===== src/rtl/ar_rx_sched_if.sv =====
// Shared write port from the receive scheduler into the label mailbox.
interface ar_rx_sched_if #(parameter int CHW = 3);
  logic           wr_en;
  logic           wr_rdy;
  logic [CHW-1:0] wr_ch;
  logic [7:0]     wr_lbl;
  logic [22:0]    wr_dat;

  modport master (output wr_en, wr_ch, wr_lbl, wr_dat, input wr_rdy);
  modport slave  (input wr_en, wr_ch, wr_lbl, wr_dat, output wr_rdy);
endinterface


===== src/rtl/ar_rx_sched.sv =====
// ARINC-429 receive scheduler: per-channel capture and label filter,
// round-robin arbitration onto one valid/ready port, overrun and link-loss
// status, saturating count of filtered words.

// One receive channel: holding register, overrun flag, link monitor.
module ar_rx_lane #(parameter logic [15:0] LIM = 16'd60000) (
  input  logic        clk,
  input  logic        rst_n,
  input  logic        rx_wr_i,
  input  logic        acc_i,      // label-table entry for this word
  input  logic        gnt_i,      // arbiter takes the held word this cycle
  input  logic        ovr_clr_i,
  input  logic [30:0] word_i,
  output logic        hv_o,
  output logic        ovr_o,
  output logic        lost_o,
  output logic        rej_o,
  output logic [30:0] hold_o
);
  logic        cap;
  logic        hv_q, hv_d, ovr_q, ovr_d, lost_q, lost_d;
  logic [15:0] cnt_q, cnt_d;
  logic [30:0] hold_q;

  assign cap    = rx_wr_i & acc_i;
  assign rej_o  = rx_wr_i & ~acc_i;
  assign hv_o   = hv_q;
  assign ovr_o  = ovr_q;
  assign lost_o = lost_q;
  assign hold_o = hold_q;

  // Next state: a grant empties the holder first, a capture refills it;
  // overwriting an ungranted word is an overrun, and a set beats a clear.
  // lost drops in the strobe cycle itself so it falls one cycle after rx_wr.
  always_comb begin
    hv_d = hv_q;
    if (gnt_i) hv_d = 1'b0;
    if (cap)   hv_d = 1'b1;
    ovr_d = ovr_q & ~ovr_clr_i;
    if (cap && hv_q && !gnt_i) ovr_d = 1'b1;
    cnt_d  = rx_wr_i ? 16'd0 : ((cnt_q == LIM) ? cnt_q : cnt_q + 16'd1);
    lost_d = !rx_wr_i && (cnt_q == LIM);
  end

  // Channel state registers.
  always_ff @(posedge clk or negedge rst_n) begin
    if (!rst_n) begin
      hv_q   <= 1'b0;
      ovr_q  <= 1'b0;
      lost_q <= 1'b0;
      cnt_q  <= '0;
      hold_q <= '0;
    end else begin
      hv_q   <= hv_d;
      ovr_q  <= ovr_d;
      lost_q <= lost_d;
      cnt_q  <= cnt_d;
      if (cap) hold_q <= word_i;
    end
  end
endmodule

module ar_rx_sched #(
  parameter int NCH      = 4,
  parameter int CHW      = 3,
  parameter int LOST_LIM = 60000
) (
  input  logic              clk,
  input  logic              rst_n,
  input  logic [NCH*8-1:0]  rx_adr,
  input  logic [NCH*23-1:0] rx_dat,
  input  logic [NCH-1:0]    rx_wr,
  input  logic              cfg_we,
  input  logic [7:0]        cfg_lbl,
  input  logic              cfg_en,
  ar_rx_sched_if.master     wr,
  output logic [NCH-1:0]    ovr,
  input  logic [NCH-1:0]    ovr_clr,
  output logic [NCH-1:0]    lost,
  output logic [15:0]       drop_cnt
);
  typedef enum logic {IDLE, ISSUE} st_t;
  st_t st_q, st_d;

  logic [255:0]            tbl_q;
  logic [NCH-1:0]          hv, rej, acc, gnt;
  logic [NCH-1:0][30:0]    hold;
  logic [(1<<CHW)-1:0]     hv_x;
  logic [CHW-1:0]          ptr_q, gsel, c;
  logic                    found, ld;
  logic [30:0]             gword;
  logic [CHW-1:0]          wr_ch_q;
  logic [30:0]             wr_word_q;
  logic [15:0]             drop_q, drop_d;
  logic [3:0]              nrej;
  logic [16:0]             drop_sum;

  for (genvar k = 0; k < NCH; k++) begin : g_lane
    assign acc[k] = tbl_q[rx_adr[8*k +: 8]];
    assign gnt[k] = ld && (gsel == CHW'(k));
    ar_rx_lane #(.LIM(16'(LOST_LIM))) u_lane (
      .clk       (clk),
      .rst_n     (rst_n),
      .rx_wr_i   (rx_wr[k]),
      .acc_i     (acc[k]),
      .gnt_i     (gnt[k]),
      .ovr_clr_i (ovr_clr[k]),
      .word_i    ({rx_adr[8*k +: 8], rx_dat[23*k +: 23]}),
      .hv_o      (hv[k]),
      .ovr_o     (ovr[k]),
      .lost_o    (lost[k]),
      .rej_o     (rej[k]),
      .hold_o    (hold[k])
    );
  end

  // Round-robin search: first valid channel strictly after ptr, wrapping.
  always_comb begin
    hv_x = '0;
    hv_x[NCH-1:0] = hv;
    found = 1'b0;
    gsel  = ptr_q;
    c     = ptr_q;
    for (int i = 0; i < NCH; i++) begin
      c = (c == CHW'(NCH-1)) ? '0 : c + CHW'(1);
      if (!found && hv_x[c]) begin
        found = 1'b1;
        gsel  = c;
      end
    end
  end

  // Word of the channel being granted.
  always_comb begin
    gword = '0;
    for (int k = 0; k < NCH; k++)
      if (gsel == CHW'(k)) gword = hold[k];
  end

  // Arbiter next state: grant from IDLE, hold the word in ISSUE until taken.
  always_comb begin
    st_d = st_q;
    ld   = 1'b0;
    case (st_q)
      IDLE:  if (found) begin ld = 1'b1; st_d = ISSUE; end
      ISSUE: if (wr.wr_rdy) st_d = IDLE;
      default: st_d = IDLE;
    endcase
  end

  // Arbiter state, round-robin pointer and output word registers.
  always_ff @(posedge clk or negedge rst_n) begin
    if (!rst_n) begin
      st_q      <= IDLE;
      ptr_q     <= CHW'(NCH-1);
      wr_ch_q   <= '0;
      wr_word_q <= '0;
    end else begin
      st_q <= st_d;
      if (ld) begin
        ptr_q     <= gsel;
        wr_ch_q   <= gsel;
        wr_word_q <= gword;
      end
    end
  end

  // Rejected words this cycle, added with saturation.
  always_comb begin
    nrej = '0;
    for (int k = 0; k < NCH; k++) nrej = nrej + {3'b000, rej[k]};
    drop_sum = {1'b0, drop_q} + {13'd0, nrej};
    drop_d   = drop_sum[16] ? 16'hFFFF : drop_sum[15:0];
  end

  // Label table (captures this cycle see the old entry) and drop counter.
  always_ff @(posedge clk or negedge rst_n) begin
    if (!rst_n) begin
      tbl_q  <= '1;
      drop_q <= '0;
    end else begin
      if (cfg_we) tbl_q[cfg_lbl] <= cfg_en;
      drop_q <= drop_d;
    end
  end

  assign wr.wr_en  = (st_q == ISSUE);
  assign wr.wr_ch  = wr_ch_q;
  assign wr.wr_lbl = wr_word_q[30:23];
  assign wr.wr_dat = wr_word_q[22:0];
  assign drop_cnt  = drop_q;
endmodule


===== src/flat_wrapper.sv =====
// flat-port wrapper written by rule: the top's interface ports become plain ports
module ar_rx_sched_flat 
#(
  parameter int NCH      = 4,
  parameter int CHW      = 3,
  parameter int LOST_LIM = 60000
)
  (clk, rst_n, rx_adr, rx_dat, rx_wr, cfg_we, cfg_lbl, cfg_en, ovr, ovr_clr, lost, drop_cnt, wr_wr_en, wr_wr_ch, wr_wr_lbl, wr_wr_dat, wr_wr_rdy);
  ar_rx_sched_if #(.CHW(CHW)) wr_i ();
  input  logic clk;
  input  logic rst_n;
  input  logic [NCH*8-1:0] rx_adr;
  input  logic [NCH*23-1:0] rx_dat;
  input  logic [NCH-1:0] rx_wr;
  input  logic cfg_we;
  input  logic [7:0] cfg_lbl;
  input  logic cfg_en;
  output logic [NCH-1:0] ovr;
  input  logic [NCH-1:0] ovr_clr;
  output logic [NCH-1:0] lost;
  output logic [15:0] drop_cnt;
  output wire logic [$bits(wr_i.wr_en)-1:0] wr_wr_en;
  output wire logic [$bits(wr_i.wr_ch)-1:0] wr_wr_ch;
  output wire logic [$bits(wr_i.wr_lbl)-1:0] wr_wr_lbl;
  output wire logic [$bits(wr_i.wr_dat)-1:0] wr_wr_dat;
  input wire logic [$bits(wr_i.wr_rdy)-1:0] wr_wr_rdy;
  assign wr_wr_en = wr_i.wr_en;
  assign wr_wr_ch = wr_i.wr_ch;
  assign wr_wr_lbl = wr_i.wr_lbl;
  assign wr_wr_dat = wr_i.wr_dat;
  assign wr_i.wr_rdy = wr_wr_rdy;
  ar_rx_sched #(.NCH(NCH), .CHW(CHW), .LOST_LIM(LOST_LIM)) u_core (.clk(clk), .rst_n(rst_n), .rx_adr(rx_adr), .rx_dat(rx_dat), .rx_wr(rx_wr), .cfg_we(cfg_we), .cfg_lbl(cfg_lbl), .cfg_en(cfg_en), .wr(wr_i), .ovr(ovr), .ovr_clr(ovr_clr), .lost(lost), .drop_cnt(drop_cnt));
endmodule

===== config.mk =====
export PLATFORM = sky130hd
export DESIGN_NAME = ar_rx_sched_flat
export DESIGN_NICKNAME = d
export VERILOG_FILES = /design/src/rtl/ar_rx_sched_if.sv /design/src/rtl/ar_rx_sched.sv /design/src/flat_wrapper.sv
export SDC_FILE = /design/constraint.sdc
export NUM_CORES = 1
export LEC_CHECK = 0
export ABC_CLOCK_PERIOD_IN_PS = 14500
export CORE_MARGIN = 2
export CORE_UTILIZATION = 40
export CTS_CLUSTER_SIZE = 10
export DETAILED_ROUTE_END_ITERATION = 7
export PLACE_DENSITY = 0.66
export SYNTH_ARGS = -nofsm -noshare
export SYNTH_HDL_FRONTEND = slang
export SYNTH_SLANG_ARGS = --single-unit

===== constraint.sdc =====
create_clock -name clk -period 14.5 [get_ports clk]
set_input_delay 2.9 -clock clk [delete_from_list [all_inputs] [get_ports clk]]
set_output_delay 2.9 -clock clk [all_outputs]
set_load 0.005 [all_outputs]

# Yosys cells after proc, flatten, opt, wreduce, memory -nomap -nowiden
# Cells that the tools add are included.
dict set report word_totals {
  ff_bits 510
  elab_cells 180
}
dict set report classes {
  n_addsub 12
  magnitude_cmp 10
  n_eq_ne 15
  mux 60
  n_bitwise 21
  reduce_logical 36
}
# operator n
set ops {}
lappend ops {{bitwise mux 256 bit} 1}
lappend ops {{two-way mux 16 bit} 9}
lappend ops {{two-way mux 31 bit} 4}
lappend ops {{adder 16 x 1 -> 16 bit, second input constant} 4}
lappend ops {{== test 16 bit, second input constant} 4}
lappend ops {{less-than comparator 8 x 9 -> 1 bit, second input constant} 5}
lappend ops {{binary-select mux 1 bit (select 8 bit)} 4}
lappend ops {{two-way mux 1 bit} 28}
lappend ops {{two-way mux 3 bit} 8}
lappend ops {{logical AND 1 bit} 20}
lappend ops {{== test 3 x 2 -> 1 bit, second input constant} 6}
lappend ops {{adder 16 x 4 -> 17 bit} 1}
lappend ops {{less-than comparator 3 x 4 -> 1 bit, second input constant} 4}
lappend ops {{adder 3 x 1 -> 3 bit, second input constant} 4}
lappend ops {{AND 1 bit} 12}
lappend ops {{binary-select mux 1 bit (select 3 bit)} 4}
lappend ops {{logical NOT 1 bit} 11}
lappend ops {{inverter 1 bit} 9}
lappend ops {{adder 4 x 1 -> 4 bit} 2}
lappend ops {{demux 1 bit (select 8 bit)} 1}
lappend ops {{greater-or-equal comparator 8 x 1 -> 1 bit, second input constant} 1}
lappend ops {{!= test 2 bit, second input constant} 4}
lappend ops {{nonzero test 2 bit} 4}
lappend ops {{== test 3 x 1 -> 1 bit, second input constant} 1}
lappend ops {{3 further kinds} 3}

# Longest topological paths before layout
# Gate-level depths: netlist of run 1.
dict set report logic_depth {
  word_depth 20
  ltp_mapped 23
}

# By module
# A second synthesis of run 1 with hierarchy kept.
dict set report hier_totals {
  cells_unflattened 2385
  area_unflattened_um2 31302.5
}
# module n_inst cells_each area_per_inst_um2
set by_module_without_submodules {}
lappend by_module_without_submodules {ar_rx_sched 1 1709 22719.3}
lappend by_module_without_submodules {ar_rx_lane 4 169 2145.8}

# Least setup slack after synthesis of run 1
# Ideal clock, no wire load.
dict set report synth_path {
  path_type {in2reg}
  from {input rx_adr[8]}
  to {register u_core.drop_q[13], in the netlist u_core.drop_cnt[13]}
  setup_time_ps 68
  t_arrival_ps 7401
  required_time_ps 14432
  setup_slack_ps 7031
  path_stages 21
  path_cell_list {buf_2 -> buf_2 -> mux4_2 -> mux2_2 -> a211oi_1 -> nor3_1 -> a211o_1 -> o21ai_0 -> and2_1 -> ha_1 -> fa_1 -> ha_1 -> inv_1 -> fa_1 -> inv_1 -> a21o_1 -> nand4_1 -> nor2_1 -> nand3_1 -> clkbuf_1 -> nand2_1}
}
dict set report synth_via {
  elab_chain_cells 9
}
# element line_no
set synth_rtl {}
lappend synth_rtl {{from (decl)} flat_wrapper.sv:12} ;# input logic [NCH*8-1:0] rx_adr;
lappend synth_rtl {{binary-select mux 1 bit (select 8 bit)} ar_rx_sched.sv:99} ;# assign acc[k] = tbl_q[rx_adr[8*k +: 8]];
lappend synth_rtl {{two-way mux 1 bit (implied by the code)} ar_rx_sched.sv:99}
lappend synth_rtl {{inverter 1 bit} ar_rx_sched.sv:26} ;# assign rej_o = rx_wr_i & ~acc_i;
lappend synth_rtl {{AND 1 bit} ar_rx_sched.sv:26}
lappend synth_rtl {{adder 1 x 1 -> 2 bit} ar_rx_sched.sv:171} ;# for (int k = 0; k < NCH; k++) nrej = nrej + {3'b000, rej[k]};
lappend synth_rtl {{adder 4 x 1 -> 4 bit (2 in series)} ar_rx_sched.sv:171}
lappend synth_rtl {{adder 16 x 4 -> 17 bit} ar_rx_sched.sv:172} ;# drop_sum = {1'b0, drop_q} + {13'd0, nrej};
lappend synth_rtl {{two-way mux 16 bit} ar_rx_sched.sv:173} ;# drop_d = drop_sum[16] ? 16'hFFFF : drop_sum[15:0];
lappend synth_rtl {{via u_core.drop_d[13]} ar_rx_sched.sv:94} ;# logic [15:0] drop_q, drop_d;
lappend synth_rtl {{to (signal assigned)} ar_rx_sched.sv:183} ;# drop_q <= drop_d;
lappend synth_rtl {{to (decl)} ar_rx_sched.sv:94}
# The timed path passes the listed nets, and every way through them passes these cells. The select of a mux whose other input is x is not followed.
# A chain may end at the register's enable or synchronous reset.

# Final worst setup path of run 1
dict set report layout_path {
  from {input rx_adr[9]}
  to {register u_core.drop_q[11], in the netlist u_core.drop_cnt[11]}
}
# The elaborated chain is that of the path after synthesis.

==> impl_metrics.yaml, run 1 <==
setup_path:
  worst_ep_arrival_time_ps: 9070
  worstSetupStartpoint: "rx_adr[9]"
  timing.critical_path.slowest_cell_delay_ps: 810
  crit_end: "u_core.drop_cnt[11]$_DFF_PN0_"
  crit_fanout: 67
  worst_path_dominant_cell_family: "simple AND/OR/NAND/NOR gates"
  worstSetupPathType: "in2reg"
  worst-path-buf-inv: 3
  critical-path-slowest-cell: "sky130_fd_sc_hd__buf_4"
  crit_path_cell_trace: "buf_4 -> mux4_2 -> and2_1 -> a2111oi_0 -> nor4_1 -> mux2_2 -> o21ai_0 -> and2_1 -> ha_1 -> fa_1 -> ha_1 -> inv_1 -> fa_1 -> inv_1 -> a21o_1 -> nand4_1 -> nor2_1 -> nand3_1 -> o21ai_0"
  setup_crit_end_kind: "flip-flop"
  worst-path-stages: 19
  rr_worst_depth: 18
  crit_required_ps: 15060
  r2r-start: "u_core.tbl_q[241]$_DFFE_PN1P_"
  regToRegEndpoint: "u_core.drop_cnt[11]$_DFF_PN0_"
  r2r_slack_ps: 8850
  start_kind: "primary input"
grt:
  pin_count_of_the_biggest_net_entering_global_routing: 162
  wire_length_of_the_first_global_routing_pass_um: 158000
  antenna_violations_before_repair: 5
  global_route.usage.total: 0.250
  globalRoute.totalOverflow: 0
  grt_pass1_vias: 24392
pwr:
  finalPower_w: 0.00486
  peakVddDrop_v: 0.000309
  power_density_of_the_placed_cells_nw_per_um2: 132
  p_leak_nw: 14.4
cts:
  cts.root.buffer_cell: "sky130_fd_sc_hd__clkbuf_16"
  cts.sinks: 509
  worst_skew_pair.late_latency_ps: 660
  clkSlewWorstSetupHoldPaths_ps: 60
  cts-resized-gates: 0
  postCtsSetupRepairBufs: 0
  tritoncts: "built"
  postCtsHoldBufs: 0
  cts-htree-levels: 2
  cts_max_path_buffers: 3
  clock_buffer_count_from_cts: 60
logic_synthesis:
  most_numerous_cell_in_the_yosys_netlist: "sky130_fd_sc_hd__mux2_2"
  synth_sequential_area_ratio: 0.406
  library_cell_occupying_the_most_area_in_the_post_synthesis_netlist: "sky130_fd_sc_hd__dfstp_2"
  async_flop_share: 1.00
  synth_top_area_frac: 0.211
  synth_nets: 2895
  synth.top_cells.by_area: "sky130_fd_sc_hd__dfstp_2 (21%), sky130_fd_sc_hd__dfrtp_1 (20%), sky130_fd_sc_hd__mux4_2 (15%)"
  yosys_warnings: 0
  avgSynthCellArea_um2: 11.8
  synth_cells: 2733
  number_of_flops_mapped_to_enable_cells_by_yosys: 0
  postSynth.topFlopCell: "sky130_fd_sc_hd__dfstp_2"
  postSynthRegisterBits: 509
  netlist-cell-type-count: 83
  netlist_area_um2: 32200
  synth_top_cells_by_count: "sky130_fd_sc_hd__mux2_2 (358), sky130_fd_sc_hd__nor2_1 (278), sky130_fd_sc_hd__dfstp_2 (258), sky130_fd_sc_hd__dfrtp_1 (251), sky130_fd_sc_hd__nand2_1 (217)"
sta:
  final-hold-violation-count: 0
  rsz0062_at_grt: "false"
  fmax_mhz: 117
  finClkSkew_ps: 27.4
  setup_ws_ps: 5980
  slew_violations: 0
  timing.setup.tns_ps: 0
  minimum_period_implied_by_the_final_worst_setup_slack_ps: 8520
  final_min_period_over_clock_period: 0.587
  worst-slew-pin-transition_ps: 1390
  setup_violations: 0
  max-slew-margin-rel: 0.0617
placement:
  pre_cts_ws_ps: 5510
  portBuffers: 203
  post-dp-hpwl_um: 69200
  dp_cells: 3836
  gpl_wtd_cong: 1.04
  postPlaceCellArea_um2: 34900
floorplanning:
  die-area_um2: 82700
  floorplan.io_pins: 204
  initial_core_util: 0.402
  fp.dieH_um: 288
  number_of_core_rows: 104
  fp.coreArea_um2: 80000
  die_width_um: 288
route:
  postRouteAntennaNets: 0
  detail_route.drc_violations: 0
  wirelength_um: 105000
  initialDrtViolationCount: 2812
  num_vias: 24595
  wl_per_cell_um: 26.6
  route.detailed.vias_per_inst: 6.24
  first_pass_iters: 6
hold_path:
  holdCritPathClass: "reg2reg"
layout:
  final_layout_size_suffix_gt1_frac: 0.365
  regArea_um2: 13100
  areaGrowthSynthToFinish_pct: 14.1
  post_layout_nets: 3000
  finish.instance_area_um2: 36700
  layoutNonFillerInstCount: 3941
  area_used_by_multi_input_combinational_logic_um2: 18000
  filler_cell_count: 7274
  antenna_diodes: 0
status:
  run_status: "complete, no violations"
run:
  maxCapViolations: 0
through the flow:
stage,util,hold WS (ps)
floorplan,-,459
global placement,0.436,471
detailed placement,0.436,481
CTS,0.459,493
global route,0.459,503
finish,0.459,490
layer usage:
metal  global-route usage  wire length (um)
met5                    0                54
met2                0.375             45800
met3               0.0657             11300
met1                0.341             42600
met4                0.110              5030
how the worst min path moves through the flow:
stage,cells after the start,start,end
finish,1,u_core.g_lane[1].u_lane.hold_o[22]$_DFFE_PN0P_,u_core.g_lane[1].u_lane.hold_o[22]$_DFFE_PN0P_
global route,1,u_core.g_lane[1].u_lane.hold_o[10]$_DFFE_PN0P_,u_core.g_lane[1].u_lane.hold_o[10]$_DFFE_PN0P_
CTS,1,u_core.g_lane[1].u_lane.hold_o[10]$_DFFE_PN0P_,u_core.g_lane[1].u_lane.hold_o[10]$_DFFE_PN0P_
detailed placement,1,u_core.g_lane[1].u_lane.hold_o[10]$_DFFE_PN0P_,u_core.g_lane[1].u_lane.hold_o[10]$_DFFE_PN0P_
global placement,1,u_core.g_lane[2].u_lane.ovr_o$_DFF_PN0_,u_core.g_lane[2].u_lane.ovr_o$_DFF_PN0_
floorplan,2,u_core.g_lane[0].u_lane.hold_o[29]$_DFFE_PN0P_,u_core.g_lane[0].u_lane.hold_o[29]$_DFFE_PN0P_
area by class of cell:
type,instances,area share
Clock inverter,6,0.00232
Tap cell,1060,0.0361
Inverter,42,0.00429
Multi-Input combinational cell,1974,0.490
Timing Repair Buffer,251,0.0642
Sequential cell,509,0.356
Clock buffer,99,0.0479
power breakdown:
part | switching [W] | total, W | internal [W]
registers | 0.000159 | 0.00180 | 0.00165
logic | 0.000850 | 0.00160 | 0.000754
clock network | 0.000626 | 0.00145 | 0.000822
total | 0.00163 | 0.00486 | 0.00322
placed cells by master, fill, tap and decap left out, types with 8 or more instances in the layout:
| master | n |
|---|---|
| sky130_fd_sc_hd__a21oi_1 | 78 |
| sky130_fd_sc_hd__o22ai_1 | 19 |
| sky130_fd_sc_hd__a311oi_1 | 9 |
| sky130_fd_sc_hd__clkdlybuf4s50_1 | 187 |
| sky130_fd_sc_hd__mux2_1 | 30 |
| sky130_fd_sc_hd__nor2b_1 | 46 |
| sky130_fd_sc_hd__mux2_2 | 358 |
| sky130_fd_sc_hd__a22o_1 | 12 |
| sky130_fd_sc_hd__nor3_1 | 14 |
| sky130_fd_sc_hd__nand4_1 | 16 |
| sky130_fd_sc_hd__xor2_1 | 40 |
| sky130_fd_sc_hd__inv_1 | 38 |
| sky130_fd_sc_hd__nand2b_1 | 19 |
| sky130_fd_sc_hd__dfrtp_1 | 251 |
| sky130_fd_sc_hd__o21ai_0 | 59 |
| sky130_fd_sc_hd__a211oi_1 | 10 |
| sky130_fd_sc_hd__dfstp_2 | 258 |
| sky130_fd_sc_hd__mux4_2 | 210 |
| sky130_fd_sc_hd__nor2_1 | 278 |
| sky130_fd_sc_hd__clkbuf_16 | 60 |
| sky130_fd_sc_hd__or3_1 | 12 |
| sky130_fd_sc_hd__mux2i_1 | 118 |
| sky130_fd_sc_hd__and2_1 | 19 |
| sky130_fd_sc_hd__clkbuf_8 | 11 |
| sky130_fd_sc_hd__xnor2_1 | 15 |
| sky130_fd_sc_hd__nand2_1 | 217 |
| sky130_fd_sc_hd__a2111oi_0 | 8 |
| sky130_fd_sc_hd__a31oi_1 | 14 |
| sky130_fd_sc_hd__nand3_1 | 89 |
| sky130_fd_sc_hd__mux2_4 | 56 |
| sky130_fd_sc_hd__ha_1 | 15 |
| sky130_fd_sc_hd__and3_1 | 20 |
| sky130_fd_sc_hd__clkbuf_1 | 28 |
| sky130_fd_sc_hd__a22oi_1 | 34 |
| sky130_fd_sc_hd__a221o_1 | 33 |
| sky130_fd_sc_hd__buf_4 | 54 |
flip-flops by register name, indices dropped and copies added, names as in the netlist:
register	cells
u_core.wr.wr_en	1
u_core.drop_cnt	16
u_core.tbl_q	256
u_core.g_lane.u_lane.cnt_q	64
u_core.g_lane.u_lane.ovr_o	4
u_core.g_lane.u_lane.hv_o	4
u_core.wr.wr_ch	3
u_core.ptr_q	2
u_core.wr_word_q	31
u_core.g_lane.u_lane.lost_o	4
u_core.g_lane.u_lane.hold_o	124
cell families (layout without fill, tap and decap cells):
logic type / Yosys count / after routing / share of synthesized area
buf+inv: 250 / 398 / 0.0375
xor+xnor: 55 / 55 / 0.0150
flops: 509 / 509 / 0.406
compound gates: 343 / 343 / 0.0744
mux: 775 / 775 / 0.348
fa+ha+maj: 17 / 17 / 0.00708
simple gates: 784 / 784 / 0.112
No activity file was read; power rests on OpenSTA's default activity.
==> run 2: changes to the inputs <==
ABC_CLOCK_PERIOD_IN_PS = 7300   (was 14500)
PLACE_DENSITY = 0.68   (was 0.66)
clock period = 7.3 ns   (was 14.5 ns; I/O delays follow)
==> run 2 against run 1 <==
Count of clock-buffer cells in the layout rose by 1. Hold slack barely moved. Largest power group unchanged. Global-route usage rose by 0.076 points. Sequential power rose by 99%.
==> impl_metrics.yaml, run 2 (synthesis gave the netlist of run 1 again) <==
cts:
  cts.sinks: 509
  cts.root.buffer_cell: "sky130_fd_sc_hd__clkbuf_16"
  cts-resized-gates: 0
  clock_buffer_count_from_cts: 61
  cts-htree-levels: 2
  clkSlewWorstSetupHoldPaths_ps: 60
  postCtsSetupRepairBufs: 0
  cts_max_path_buffers: 3
  tritoncts: "built"
  worst_skew_pair.late_latency_ps: 660
  postCtsHoldBufs: 0
pwr:
  power.switching_w: 0.00321
  finalPower_w: 0.00967
  power_density_of_the_placed_cells_nw_per_um2: 261
  pwr-share-comb: 0.328
  internal_power_w: 0.00646
  clockPowerShare: 0.302
  netSwitchingFraction: 0.332
  peakVddDrop_v: 0.000283
  p_leak_nw: 14.6
  seq_power_share: 0.370
layout:
  highest_count_cells_in_the_layout_ignoring_fill_and_taps: "sky130_fd_sc_hd__mux2_2 (358), sky130_fd_sc_hd__nor2_1 (278), sky130_fd_sc_hd__dfstp_2 (258)"
  largest_register_ffs: 256
  layoutNonFillerInstCount: 3983
  areaGrowthSynthToFinish_pct: 15.4
  post_layout_nets: 3038
  final_layout_size_suffix_gt1_frac: 0.373
  max_flop_register: "u_core.tbl_q"
  filler_cell_count: 7330
  leading_cell_type_in_the_layout_fill_and_taps_excluded: "sky130_fd_sc_hd__mux2_2"
route:
  detail_route.drc_violations: 0
  initialDrtViolationCount: 2508
  wirelength_um: 105000
  first_pass_iters: 6
  wl_per_cell_um: 26.3
  num_vias: 24424
  postRouteAntennaNets: 0
  route.detailed.vias_per_inst: 6.13
setup_path:
  r2r-start: "u_core.tbl_q[154]$_DFFE_PN1P_"
  crit_path_cell_trace: "buf_4 -> buf_4 -> mux4_2 -> mux2i_1 -> o22ai_1 -> o22ai_1 -> nor3_1 -> a211o_1 -> o21ai_0 -> and2_1 -> ha_1 -> fa_1 -> ha_1 -> inv_1 -> fa_1 -> inv_1 -> a21o_1 -> nand4_1 -> nor2_1 -> nand3_1 -> buf_4 -> nand2_1"
  worst_path_dominant_cell_family: "adder cells"
  r2r_slack_ps: 1840
  crit_required_ps: 7880
  regToRegEndpoint: "u_core.drop_cnt[2]$_DFF_PN0_"
  rr_worst_depth: 20
  critical-path-slowest-cell: "sky130_fd_sc_hd__mux4_2"
  worst-path-buf-inv: 5
  crit_fanout: 31
  timing.critical_path.slowest_cell_delay_ps: 530
  worst_ep_arrival_time_ps: 7120
  start_kind: "primary input"
  worstSetupPathType: "in2reg"
  worst_path_most_repeated_cell: "sky130_fd_sc_hd__buf_4"
  setup_crit_end_kind: "flip-flop"
sta:
  minimum_period_implied_by_the_final_worst_setup_slack_ps: 6540
  rsz0062_at_grt: "false"
  slew_violations: 0
  worst-slew-pin-transition_ps: 1420
  final-hold-violation-count: 0
  max-slew-margin-rel: 0.0509
  finClkSkew_ps: 61.7
  setup_violations: 0
  fmax_mhz: 153
  timing.setup.tns_ps: 0
  final_min_period_over_clock_period: 0.896
hold_path:
  holdCritPathClass: "reg2reg"
  min_delay_worst_endpoint: "u_core.g_lane[1].u_lane.hold_o[16]$_DFFE_PN0P_"
  whs_path_depth: 1
  hold_path.startpoint: "u_core.g_lane[1].u_lane.hold_o[16]$_DFFE_PN0P_"
placement:
  dp_cells: 3873
  portBuffers: 203
  gpl_wtd_cong: 1.06
  post-dp-hpwl_um: 72400
floorplanning:
  fp.coreArea_um2: 80000
  fp.dieH_um: 288
  die_width_um: 288
  floorplan.io_pins: 204
  number_of_core_rows: 104
  die-area_um2: 82700
  initial_core_util: 0.402
grt:
  grt_pass1_vias: 24057
  pin_count_of_the_biggest_net_entering_global_routing: 149
  global_route.usage.total: 0.251
  globalRoute.totalOverflow: 0
  antenna_violations_before_repair: 2
  wire_length_of_the_first_global_routing_pass_um: 158000
status:
  run_status: "complete, no violations"
run:
  maxCapViolations: 0
run 2: cell count changes in the layout (fill, tap and decap cells not counted), sizes merged:
| cell | delta |
|---|---|
| diode | +1 |
| clkdlybuf4s50 | +1 |
| bufinv | +1 |
| buf | +36 |
| clkinv | +3 |
| clkinvlp | +1 |
| clkbuf | +1 |
| inv | -2 |
run 2: worst max-delay path by stage:
stage / start / to / depth (start not counted)
floorplan: rx_adr[8] / u_core.drop_cnt[13]$_DFF_PN0_ / 21
global placement: rx_adr[9] / u_core.drop_cnt[8]$_DFF_PN0_ / 22
detailed placement: rx_adr[10] / u_core.drop_cnt[2]$_DFF_PN0_ / 22
CTS: rx_adr[10] / u_core.drop_cnt[2]$_DFF_PN0_ / 22
global route: rx_adr[9] / u_core.drop_cnt[2]$_DFF_PN0_ / 22
finish: rx_adr[9] / u_core.drop_cnt[2]$_DFF_PN0_ / 22
run 2: worst register-to-register path, delay by kind of cell, from the launching register on:
family / cells / cell delay (ps)
buf+inv: 3 / 370
flops: 1 / 570
simple gates: 6 / 1180
fa+ha+maj: 4 / 1500
mux: 1 / 280
compound gates: 6 / 1480
run 2: metrics by stage:
step / hold WS (ps) / worst slack [ps] / util / instance area (um^2)
after floorplan: 459 / 1270 / - / 32200
after global placement: 473 / 247 / 0.440 / 35200
after detailed placement: 482 / 280 / 0.440 / 35200
after CTS: 497 / 943 / 0.464 / 37100
after global routing: 501 / 589 / 0.464 / 37100
final: 490 / 762 / 0.464 / 37100
run 2: power by group through the flow:
stage	logic [W]	clock network (W)	registers [W]
after floorplan	0.00213	0	0.00351
after global placement	0.00315	0	0.00360
after detailed placement	0.00319	0	0.00361
after CTS	0.00320	0.00298	0.00357
after global routing	0.00345	0.00310	0.00362
final	0.00318	0.00292	0.00358
run 2: metal layers:
metal,track usage,vias to the layer above,part of all wire
met2,0.378,1268,0.44
met4,0.0996,2,0.044
met3,0.0606,255,0.10
met1,0.348,12413,0.41
li1,-,10486,-
met5,0,-,0.00013
run 2: layout make-up:
class / instances / area [um^2] / share of cell area
flip-flops and latches: 509 / 13100 / 0.352
multi-input cells: 1974 / 18000 / 0.484
diodes: 1 / 2.50 / 0.0000674
inverters: 42 / 158 / 0.00425
clock inverters: 9 / 134 / 0.00361
well taps: 1060 / 1330 / 0.0357
clock buffers: 100 / 1760 / 0.0475
repair buffers: 288 / 2710 / 0.0731
